`src/rtl/fwd_pkg.sv`:
```
// -----------------------------------------------------------------------------
// fwd_pkg
// Shared constants for the forwarding / hazard unit:
//   LAT_ALU, LAT_LOAD : producer latencies (bubbles before a result can be
//                       forwarded from M or W)
//   REG_ZERO          : architectural zero register, never tracked or forwarded
//   chan_lo()         : low bit of channel k inside a packed per-channel bus
// -----------------------------------------------------------------------------
package fwd_pkg;

  localparam int unsigned LAT_ALU  = 32'd0;
  localparam int unsigned LAT_LOAD = 32'd1;
  localparam int unsigned REG_ZERO = 32'd0;

  // Low bit index of channel k in a bus packed as channel k at [k*w +: w].
  function automatic int unsigned chan_lo(input int unsigned k, input int unsigned w);
    return k * w;
  endfunction

endpackage

```
`src/rtl/fwd_mux_chan.sv`:
```
// -----------------------------------------------------------------------------
// fwd_mux_chan
// Bypass selection for one X-stage source operand. M has priority over W
// because it holds the younger producer of the same register.
// Ports:
//   src_addr, src_en        : X-stage source register and its use flag
//   m_wen, m_dst_addr       : M-stage write
//   m_data                  : M-stage result (byte-load merge already applied)
//   w_wen, w_dst_addr       : W-stage write
//   w_data                  : W-stage result
//   sel                     : operand must be taken from data
//   data                    : bypass value (w_data when sel is low)
// -----------------------------------------------------------------------------
import fwd_pkg::*;

module fwd_mux_chan #(
  parameter int unsigned DATA_W = 16,
  parameter int unsigned AW     = 4
) (
  input  logic [AW-1:0]     src_addr,
  input  logic              src_en,
  input  logic              m_wen,
  input  logic [AW-1:0]     m_dst_addr,
  input  logic [DATA_W-1:0] m_data,
  input  logic              w_wen,
  input  logic [AW-1:0]     w_dst_addr,
  input  logic [DATA_W-1:0] w_data,
  output logic              sel,
  output logic [DATA_W-1:0] data
);

  logic src_live;
  logic m_hit;
  logic w_hit;

  // Match the source against M and W and pick the younger producer.
  always_comb begin
    src_live = src_en & (src_addr != AW'(REG_ZERO));
    m_hit    = src_live & m_wen & (src_addr == m_dst_addr);
    w_hit    = src_live & w_wen & (src_addr == w_dst_addr);
    sel      = m_hit | w_hit;
    if (m_hit) begin
      data = m_data;
    end else begin
      data = w_data;
    end
  end

endmodule

```
`src/rtl/fwd_hazard_unit.sv`:
```
// -----------------------------------------------------------------------------
// fwd_hazard_unit
// Operand forwarding, load-use / long-latency stall generation and store-data
// forwarding for an ID/X/M/W pipeline.
// A per-register countdown scoreboard holds ID until every source it reads has
// reached a forwardable stage; NSRC channels then select M or W bypass data.
// Optional build macro: FWD_PERF_CNT_EN (stall and forward-event counters).
// Ports:
//   clk, rst                 : clock, synchronous active-high reset
//   freeze                   : global pipeline freeze, no stage advances
//   id_valid, id_src_addr, id_src_en, id_wen, id_dst_addr, id_lat : ID stage
//   id_stall                 : hold ID/PC, inject bubble into X
//   x_src_addr, x_src_en     : X-stage operands
//   m_wen, m_dst_addr, m_alu_out, m_lb, m_lb_val, m_sw, m_rt_addr : M stage
//   w_wen, w_dst_addr, w_data: writeback
//   fwd_sel, fwd_data        : per-channel operand bypass
//   fwd_mem, fwd_mem_data    : store-data replacement in M
//   perf_stall_cnt, perf_fwd_cnt : event counters (zero without the macro)
// -----------------------------------------------------------------------------
import fwd_pkg::*;

module fwd_hazard_unit #(
  parameter int unsigned DATA_W = 16,
  parameter int unsigned AW     = 4,
  parameter int unsigned NSRC   = 2,
  parameter int unsigned CW     = 2
) (
  input  logic                   clk,
  input  logic                   rst,
  input  logic                   freeze,
  input  logic                   id_valid,
  input  logic [NSRC*AW-1:0]     id_src_addr,
  input  logic [NSRC-1:0]        id_src_en,
  input  logic                   id_wen,
  input  logic [AW-1:0]          id_dst_addr,
  input  logic [CW-1:0]          id_lat,
  output logic                   id_stall,
  input  logic [NSRC*AW-1:0]     x_src_addr,
  input  logic [NSRC-1:0]        x_src_en,
  input  logic                   m_wen,
  input  logic [AW-1:0]          m_dst_addr,
  input  logic [DATA_W-1:0]      m_alu_out,
  input  logic                   m_lb,
  input  logic [DATA_W-1:0]      m_lb_val,
  input  logic                   w_wen,
  input  logic [AW-1:0]          w_dst_addr,
  input  logic [DATA_W-1:0]      w_data,
  input  logic                   m_sw,
  input  logic [AW-1:0]          m_rt_addr,
  output logic [NSRC-1:0]        fwd_sel,
  output logic [NSRC*DATA_W-1:0] fwd_data,
  output logic                   fwd_mem,
  output logic [DATA_W-1:0]      fwd_mem_data,
  output logic [31:0]            perf_stall_cnt,
  output logic [31:0]            perf_fwd_cnt
);

  localparam int unsigned NREG = 2 ** AW;

  logic [CW-1:0]     rdy_cnt_q [NREG];
  logic [CW-1:0]     rdy_cnt_d [NREG];
  logic              issue;
  logic [AW-1:0]     id_src;
  logic [DATA_W-1:0] m_data;

  // Stall ID while any source it reads is still counting down.
  always_comb begin
    id_stall = 1'b0;
    id_src   = {AW{1'b0}};
    for (int k = 0; k < NSRC; k++) begin
      id_src = id_src_addr[chan_lo(k, AW) +: AW];
      if (id_src_en[k] && (id_src != AW'(REG_ZERO)) && (rdy_cnt_q[id_src] != {CW{1'b0}})) begin
        id_stall = 1'b1;
      end else begin
        id_stall = id_stall;
      end
    end
    id_stall = id_stall & id_valid;
    issue    = id_valid & ~id_stall & ~freeze;
  end

  // Scoreboard next state: issue load beats the per-cycle decrement.
  always_comb begin
    for (int i = 0; i < NREG; i++) begin
      if (i == int'(REG_ZERO)) begin
        rdy_cnt_d[i] = {CW{1'b0}};
      end else if (freeze) begin
        rdy_cnt_d[i] = rdy_cnt_q[i];
      end else if (issue && id_wen && (id_dst_addr == AW'(i))) begin
        rdy_cnt_d[i] = id_lat;
      end else if (rdy_cnt_q[i] != {CW{1'b0}}) begin
        rdy_cnt_d[i] = rdy_cnt_q[i] - CW'(1);
      end else begin
        rdy_cnt_d[i] = rdy_cnt_q[i];
      end
    end
  end

  // Scoreboard register.
  always_ff @(posedge clk) begin
    if (rst) begin
      for (int i = 0; i < NREG; i++) begin
        rdy_cnt_q[i] <= {CW{1'b0}};
      end
    end else begin
      for (int i = 0; i < NREG; i++) begin
        rdy_cnt_q[i] <= rdy_cnt_d[i];
      end
    end
  end

  // M result seen by the bypass: byte-load ops carry their merged value.
  always_comb begin
    if (m_lb) begin
      m_data = m_lb_val;
    end else begin
      m_data = m_alu_out;
    end
  end

  genvar gk;
  generate
    for (gk = 0; gk < NSRC; gk++) begin : g_chan
      fwd_mux_chan #(
        .DATA_W (DATA_W),
        .AW     (AW)
      ) u_chan (
        .src_addr   (x_src_addr[gk*AW +: AW]),
        .src_en     (x_src_en[gk]),
        .m_wen      (m_wen),
        .m_dst_addr (m_dst_addr),
        .m_data     (m_data),
        .w_wen      (w_wen),
        .w_dst_addr (w_dst_addr),
        .w_data     (w_data),
        .sel        (fwd_sel[gk]),
        .data       (fwd_data[gk*DATA_W +: DATA_W])
      );
    end
  endgenerate

  // Store data in M comes from the instruction currently writing back.
  always_comb begin
    fwd_mem      = m_sw & w_wen & (w_dst_addr == m_rt_addr) & (w_dst_addr != AW'(REG_ZERO));
    fwd_mem_data = w_data;
  end

`ifdef FWD_PERF_CNT_EN
  logic [31:0] perf_stall_cnt_q;
  logic [31:0] perf_stall_cnt_d;
  logic [31:0] perf_fwd_cnt_q;
  logic [31:0] perf_fwd_cnt_d;
  logic [31:0] fwd_events;

  // Count stall cycles and forward events on cycles the pipeline advances.
  always_comb begin
    fwd_events = {31'd0, fwd_mem};
    for (int k = 0; k < NSRC; k++) begin
      fwd_events = fwd_events + {31'd0, fwd_sel[k]};
    end
    if (freeze) begin
      perf_stall_cnt_d = perf_stall_cnt_q;
      perf_fwd_cnt_d   = perf_fwd_cnt_q;
    end else begin
      perf_stall_cnt_d = perf_stall_cnt_q + {31'd0, id_stall};
      perf_fwd_cnt_d   = perf_fwd_cnt_q + fwd_events;
    end
  end

  // Performance counter registers.
  always_ff @(posedge clk) begin
    if (rst) begin
      perf_stall_cnt_q <= 32'd0;
      perf_fwd_cnt_q   <= 32'd0;
    end else begin
      perf_stall_cnt_q <= perf_stall_cnt_d;
      perf_fwd_cnt_q   <= perf_fwd_cnt_d;
    end
  end

  assign perf_stall_cnt = perf_stall_cnt_q;
  assign perf_fwd_cnt   = perf_fwd_cnt_q;
`else
  assign perf_stall_cnt = 32'd0;
  assign perf_fwd_cnt   = 32'd0;
`endif

endmodule

```
`config.mk`:
```
export PLATFORM = sky130hd
export DESIGN_NAME = fwd_hazard_unit
export DESIGN_NICKNAME = d
export VERILOG_FILES = /design/src/rtl/fwd_pkg.sv /design/src/rtl/fwd_mux_chan.sv /design/src/rtl/fwd_hazard_unit.sv
export SDC_FILE = /design/constraint.sdc
export NUM_CORES = 1
export LEC_CHECK = 0
export CORE_MARGIN = 2
export CORE_UTILIZATION = 44
export DETAILED_ROUTE_END_ITERATION = 10
export GPL_ROUTABILITY_DRIVEN = 1
export HOLD_SLACK_MARGIN = 0.15
export PLACE_DENSITY = 0.85
export SYNTH_ARGS = -nofsm -noshare
export SYNTH_HDL_FRONTEND = slang
export SYNTH_SLANG_ARGS = --single-unit
```
`constraint.sdc`:
```
create_clock -name clk -period 4.8 [get_ports clk]
set_input_delay 0.96 -clock clk [delete_from_list [all_inputs] [get_ports clk]]
set_output_delay 0.96 -clock clk [all_outputs]
set_load 0.02 [all_outputs]
```
==> key figures, run 1 <==
Logic synthesis
  • Ys Warns: 0
  • Post-synthesis sequential area ratio: 15.0%
  • Asr flop ratio synth: 0%
  • Yosys top cell by area: buf_4
  • Synthesized area per cell: 7.25 um2
  • Post-Synthesis Cells: 551
  • FF+latch count, synth: 30
  • Yosys top cell area share: 15.4%
  • Most frequent cell after synthesis: buf_4
  • Cell area after synthesis: 3990 um2
  • Most used DFF post-synth: dfxtp_1
  • Post-synth EDFFs: 0
  • Area contributors post-synth: buf_4, dfxtp_1, mux2i_1, nor2_1, a21oi_1
  • Post-synth top cells: buf_4, nor2_1, a21oi_1
  • Count of different cell masters after synthesis: 44

Routing
  • Vias: 4211
  • DRC violations left: 0
  • Antenna-violating nets left: 0
  • Pre-antenna DRT Iters: 5
  • WL/cell: 16.0 um
  • DR iter-0 viols: 264
  • Via/cell ratio: 5.48
  • Final WL: 12.3 mm

STA
  • Fin. Hold Viols: 0
  • Final setup viols: 0
  • Post-layout minimum cycle time: 4.55 ns
  • Unrepaired setup endpoints after global routing: false
  • Worst Tran Pin Value: 1.14 ns
  • Clock Skews: 0.00742 ns
  • Slew Viols, Final: 0
  • Relative slew slack: 23.8%
  • Fin Setup TNS: 0 ns
  • Fin crit share: 94.8%
  • FMAX: 220 MHz

Setup path
  • Arr. time, crit path: 3.59 ns
  • Most used cell, CP: clkdlybuf4s50_1
  • FF-to-FF setup slack: 2.18 ns
  • RR Endpoint: rdy_cnt_q[6][1]
  • Largest fanout on the critical path: 10
  • CP peak stage delay: 0.65 ns
  • Crit. End Element: primary output
  • Crit path cell chain: clkdlybuf4s50_1 > mux4_2 > and3_1 > or4_1 > o21ai_0 > and2_1 > clkdlybuf4s50_1
  • Setup crit start kind: input port
  • R2r worst-path depth: 8
  • Crit path kind: in -> out
  • CP required: 3.84 ns
  • Worst path slowest cell: clkdlybuf4s50_1
  • Crit Reg-Reg Startpoint: rdy_cnt_q[12][0]

Hold path
  • Hold path depth: 2
  • Hold Path Class: reg -> reg
  • Hold Path End: rdy_cnt_q[11][1]
  • Start point of the worst hold path: rdy_cnt_q[11][1]

Placed design
  • Placed Instances: 760
  • Port bufs: 146
  • Placer Congestion: 0.923
  • HPWL Detailed: 9.86 mm

Clocking
  • Post-CTS setup buffers: 0
  • TritonCTS clock tree: yes
  • H-Tree Depth: 2
  • CTS root buffer: clkbuf_8
  • TritonCTS Buffers: 5
  • Worst-Skew Late Latency: 0.29 ns
  • CTS Sinks: 30
  • Clock Path Buffers: 2
  • Cts repair resizes: 0
  • # hold bufs at CTS: 0
  • Clock-pin slew on the worst setup and hold paths: 0.07 ns

Floorplan
  • Top-Level Pins: 211
  • Die Span Y: 99.3 um
  • DIE WIDTH: 99.3 um
  • Row count: 34
  • Core Area: 8760 um2
  • Starting Density: 45.6%
  • Area of the die: 9850 um2

Layout
  • Largest regs: rdy_cnt_q (30)
  • Final nets: 769
  • Synth-to-Final Area Change: 30.7%
  • Max reg flops: 30
  • Layout cell share with drive strength beyond 1: 6.52%
  • Biggest register: rdy_cnt_q
  • Layout Cells excl Fill: 769
  • Final Core Density: 59.6%

Pwr
  • Maximum vdd drop: 0.156 mV
  • Pleak: 2.03 nW
  • Pwr dens: 275 nW/um2
  • Total power: 1.43 mW

GRT
  • Largest net degree at the start of global routing: 62
  • Global-route wire length before repair: 18.9 mm
  • Grt ovf: 0
  • All-layer global routing usage: 23.4%
  • Vias in the first global route: 3734
  • Initial antenna violation count: 1

Status
  • Status: complete, no violations

Flow run
  • Max Cap Viol: 0
cell type report:
class	count	area (um2)
antenna	1	2.50
clock buffer	7	86.3
clock inverter	1	5.00
fill	789	3540
inverter	34	128
multi-input combinational	433	2720
sequential	30	601
tap	108	135
timing repair buffer	155	1540
cells by family (layout without fill, tap and decap cells):
| family | after synthesis | in the layout | synth area share (%) |
|---|---|---|---|
| flops | 30 | 30 | 15.0 |
| buf+inv | 151 | 197 | 22.8 |
| xor+xnor | 19 | 19 | 4.17 |
| mux | 32 | 32 | 8.33 |
| other cells | 1 | 65 | 0.0939 |
| fa+ha+maj | 15 | 15 | 4.70 |
| simple gates | 171 | 171 | 20.5 |
| compound gates | 132 | 132 | 24.4 |
critical path, delay by kind of cell:
kind                   cells  cell delay, ns
and+or+nand+nor            3            0.87
AOI/OAI and AO/OA          1            0.14
buffers and inverters      2            1.26
muxes                      1            0.34
cell usage in the layout (no fill, tap or decap), drive strengths merged, types with 2 or more instances in the layout:
cell type / netlist / routed
o2111ai: 2 / 2
o211ai: 15 / 15
nor4: 25 / 25
xnor2: 5 / 5
o41ai: 4 / 4
conb: 1 / 64
clkbuf: 30 / 7
nor2: 65 / 65
inv: 34 / 34
nand2: 34 / 34
dfxtp: 30 / 30
nor3b: 10 / 10
ha: 15 / 15
o221ai: 15 / 15
mux2i: 31 / 31
nand2b: 4 / 4
a31o: 4 / 4
clkdlybuf4s50: 0 / 144
a311oi: 3 / 3
xor2: 14 / 14
a22oi: 9 / 9
and3: 3 / 3
buf: 87 / 11
a211oi: 18 / 18
nor4b: 2 / 2
nor3: 21 / 21
a21oi: 42 / 42
o21ai: 18 / 18
worst max-delay path by stage:
| stage | startpoint | end | cells past startpoint |
|---|---|---|---|
| 3_5_place_dp | id_src_addr[5] | id_stall | 7 |
| 4_1_cts | id_src_addr[5] | id_stall | 7 |
| 6_report | id_src_addr[4] | id_stall | 7 |
| 2_1_floorplan | id_src_addr[5] | id_stall | 8 |
| 5_1_grt | id_src_addr[0] | id_stall | 8 |
| 3_3_place_gp | id_src_addr[5] | id_stall | 7 |
power breakdown:
group          switching (mW)  internal [mW]
Clock                   0.107          0.116
Combinational           0.457          0.365
Sequential             0.0754          0.314
Total                   0.640          0.795
layer usage:
| layer | routed length [um] | GRT usage (%) | vias up |
|---|---|---|---|
| li1 | - | - | 2047 |
| met2 | 6050 | 41.6 | 198 |
| met5 | 0 | 0 | - |
| met1 | 4950 | 29.5 | 1950 |
| met3 | 1030 | 3.37 | 16 |
| met4 | 265 | 6.43 | 0 |
per-stage QoR:
step	cell area, um2	setup slack, ns	hold WS, ns
2_1_floorplan	4230	1.04	0.477
3_3_place_gp	5130	0.271	0.493
3_5_place_dp	5130	0.252	0.504
4_1_cts	5220	0.252	0.518
5_1_grt	5220	0.121	0.546
6_report	5220	0.250	0.518
No activity file was read; power rests on OpenSTA's default activity.
==> inputs of run 2 (changes only) <==
- GPL_TIMING_DRIVEN: unset -> 0
==> run 2 against run 1 <==
Fmax is 2.6% lower. Final cell count up 13%. Via count rose by 13%. Total power rose by 4.7%. Clock-buffer cell count is the same. Worst setup slack worse by 0.12 ns. Flip-flop and latch count did not move. Register-to-register slack better by 0.04 ns. Core utilization up 7.4 points. Largest cell class unchanged. Critical endpoint is now fwd_data[22]. Sequential power hardly changed.
==> key figures, run 2 (same netlist as run 1, synthesis figures left out) <==
Setup path
  • Arr. time, crit path: 3.71 ns
  • Setup crit start kind: input port
  • Crit path from: x_src_addr[4]
  • Crit path kind: in -> out
  • CP required: 3.84 ns
  • Crit Reg-Reg Startpoint: rdy_cnt_q[14][0]
  • FF-to-FF setup slack: 2.22 ns
  • Crit. End Element: primary output
  • Largest fanout on the critical path: 10

Routing
  • DRC violations left: 0
  • Via/cell ratio: 5.49
  • Pre-antenna DRT Iters: 8
  • DR iter-0 viols: 347
  • Vias: 4778
  • Antenna-violating nets left: 0
  • WL/cell: 16.7 um
  • Final WL: 14.5 mm

Clocking
  • Post-CTS setup buffers: 0
  • CTS root buffer: clkbuf_8
  • # hold bufs at CTS: 0
  • CTS Sinks: 30
  • Clock-pin slew on the worst setup and hold paths: 0.07 ns
  • H-Tree Depth: 2
  • Clock Path Buffers: 2
  • TritonCTS clock tree: yes
  • TritonCTS Buffers: 5
  • Worst-Skew Late Latency: 0.30 ns

GRT
  • Met1 GRT Util: 31.6%
  • All-layer global routing usage: 28.2%
  • Initial antenna violation count: 0
  • Largest net degree at the start of global routing: 16
  • Gr busiest metal: met2
  • Vias in the first global route: 4591
  • Met2 Usage GRT: 52.0%
  • M3 GR Usage: 4.71%
  • Global-route wire length before repair: 22.3 mm
  • Grt ovf: 0

STA
  • Fin Setup TNS: 0 ns
  • Worst Tran Pin Value: 0.749 ns
  • Final setup viols: 0
  • Fin. Hold Viols: 0
  • FMAX: 214 MHz
  • Relative slew slack: 50.1%
  • Post-layout minimum cycle time: 4.67 ns
  • Clock Skews: 0.0135 ns
  • Unrepaired setup endpoints after global routing: false
  • Slew Viols, Final: 0
  • Fin crit share: 97.3%

Flow run
  • Max Cap Viol: 0

Layout
  • Multi-input logic area: 2720 um2
  • FF/Latch Area: 601 um2
  • Commonest non-fill, non-tap cells in the layout: clkdlybuf4s50_1, buf_4, nor2_1
  • Max reg flops: 30
  • Largest regs: rdy_cnt_q (30)
  • Layout cell share with drive strength beyond 1: 16.4%
  • Final Core Density: 67.0%
  • Commonest non-fill, non-tap cell in the layout: clkdlybuf4s50_1
  • Final nets: 871
  • Design area: 5870 um2
  • Fillcell total: 746
  • Synth-to-Final Area Change: 47.1%
  • Biggest register: rdy_cnt_q
  • N_diodes: 0

Placed design
  • Placed instance area: 5780 um2
  • HPWL Detailed: 11.7 mm
  • Port bufs: 141
  • Placer Congestion: 0.934

Floorplan
  • Die Span Y: 99.3 um
  • Row count: 34
  • Core Area: 8760 um2
  • Starting Density: 45.6%
  • Top-Level Pins: 211
  • DIE WIDTH: 99.3 um
  • Area of the die: 9850 um2

Hold path
  • Start point of the worst hold path: rdy_cnt_q[11][1]
  • Hold Path Class: reg -> reg

Status
  • Status: complete, no violations

Pwr
  • Maximum vdd drop: 0.138 mV
  • Total power: 1.50 mW
  • Pleak: 2.49 nW
  • Pwr dens: 256 nW/um2
[run 2: changes by cell type in the layout (fill, tap and decap cells not counted)]
| cell | previous run | this run |
|---|---|---|
| buf_12 | 2 | 1 |
| buf_4 | 7 | 82 |
| buf_6 | 0 | 2 |
| clkbuf_1 | 1 | 24 |
| clkbuf_2 | 0 | 6 |
| clkdlybuf4s50_1 | 144 | 140 |
| diode_2 | 1 | 0 |
| dlymetal6s2s_1 | 0 | 1 |
[run 2: report_power, final]
| part | internal, mW | leakage [nW] | switching (mW) | total, mW |
|---|---|---|---|---|
| logic | 0.411 | 2.20 | 0.480 | 0.891 |
| registers | 0.314 | 0.244 | 0.0740 | 0.388 |
| clock network | 0.116 | 0.0482 | 0.108 | 0.223 |
[run 2: worst paths after layout]
path / endpoint / cells past startpoint
worst min register to register: rdy_cnt_q[11][1] / 2
worst max register to register: rdy_cnt_q[15][1] / 9
worst max-delay path: fwd_data[22] / 8
worst min-delay path: rdy_cnt_q[11][1] / 2
[run 2: layout make-up]
cell class | count | share of cell area [%]
multi-input combinational | 433 | 46.3
timing repair buffer | 141 | 24.1
buffer | 116 | 13.4
sequential | 30 | 10.2
tap | 108 | 2.30
inverter | 34 | 2.17
clock buffer | 7 | 1.47
clock inverter | 1 | 0.0852
[run 2: critical path, stage by stage]
cell and delay (ns):
clkdlybuf4s50_1 0.48, o41ai_1 0.52, nor4_1 0.12, and3_1 0.19
clkbuf_1 0.15, clkbuf_1 0.27, a21oi_1 0.32, clkdlybuf4s50_1 0.68
[run 2: layer usage]
layer / up-vias / share of wire (%)
li1: 2246 / -
met1: 2202 / 39
met2: 289 / 50
met3: 41 / 8.7
met4: 0 / 3.0
met5: - / 0
[run 2: through the flow]
step,instances,setup WS [ns],hold slack (ns)
finish,870,0.129,0.516
floorplan,614,1.04,0.477
global placement,863,0.0286,0.492
global route,870,0.00205,0.537
detailed placement,863,0.0432,0.502
CTS,870,0.0190,0.514
[run 2: what timing repair did]
action,4_1_cts,5_1_grt
gates resized for setup,0,11
setup endpoints to repair,1,27
cloned,0,0
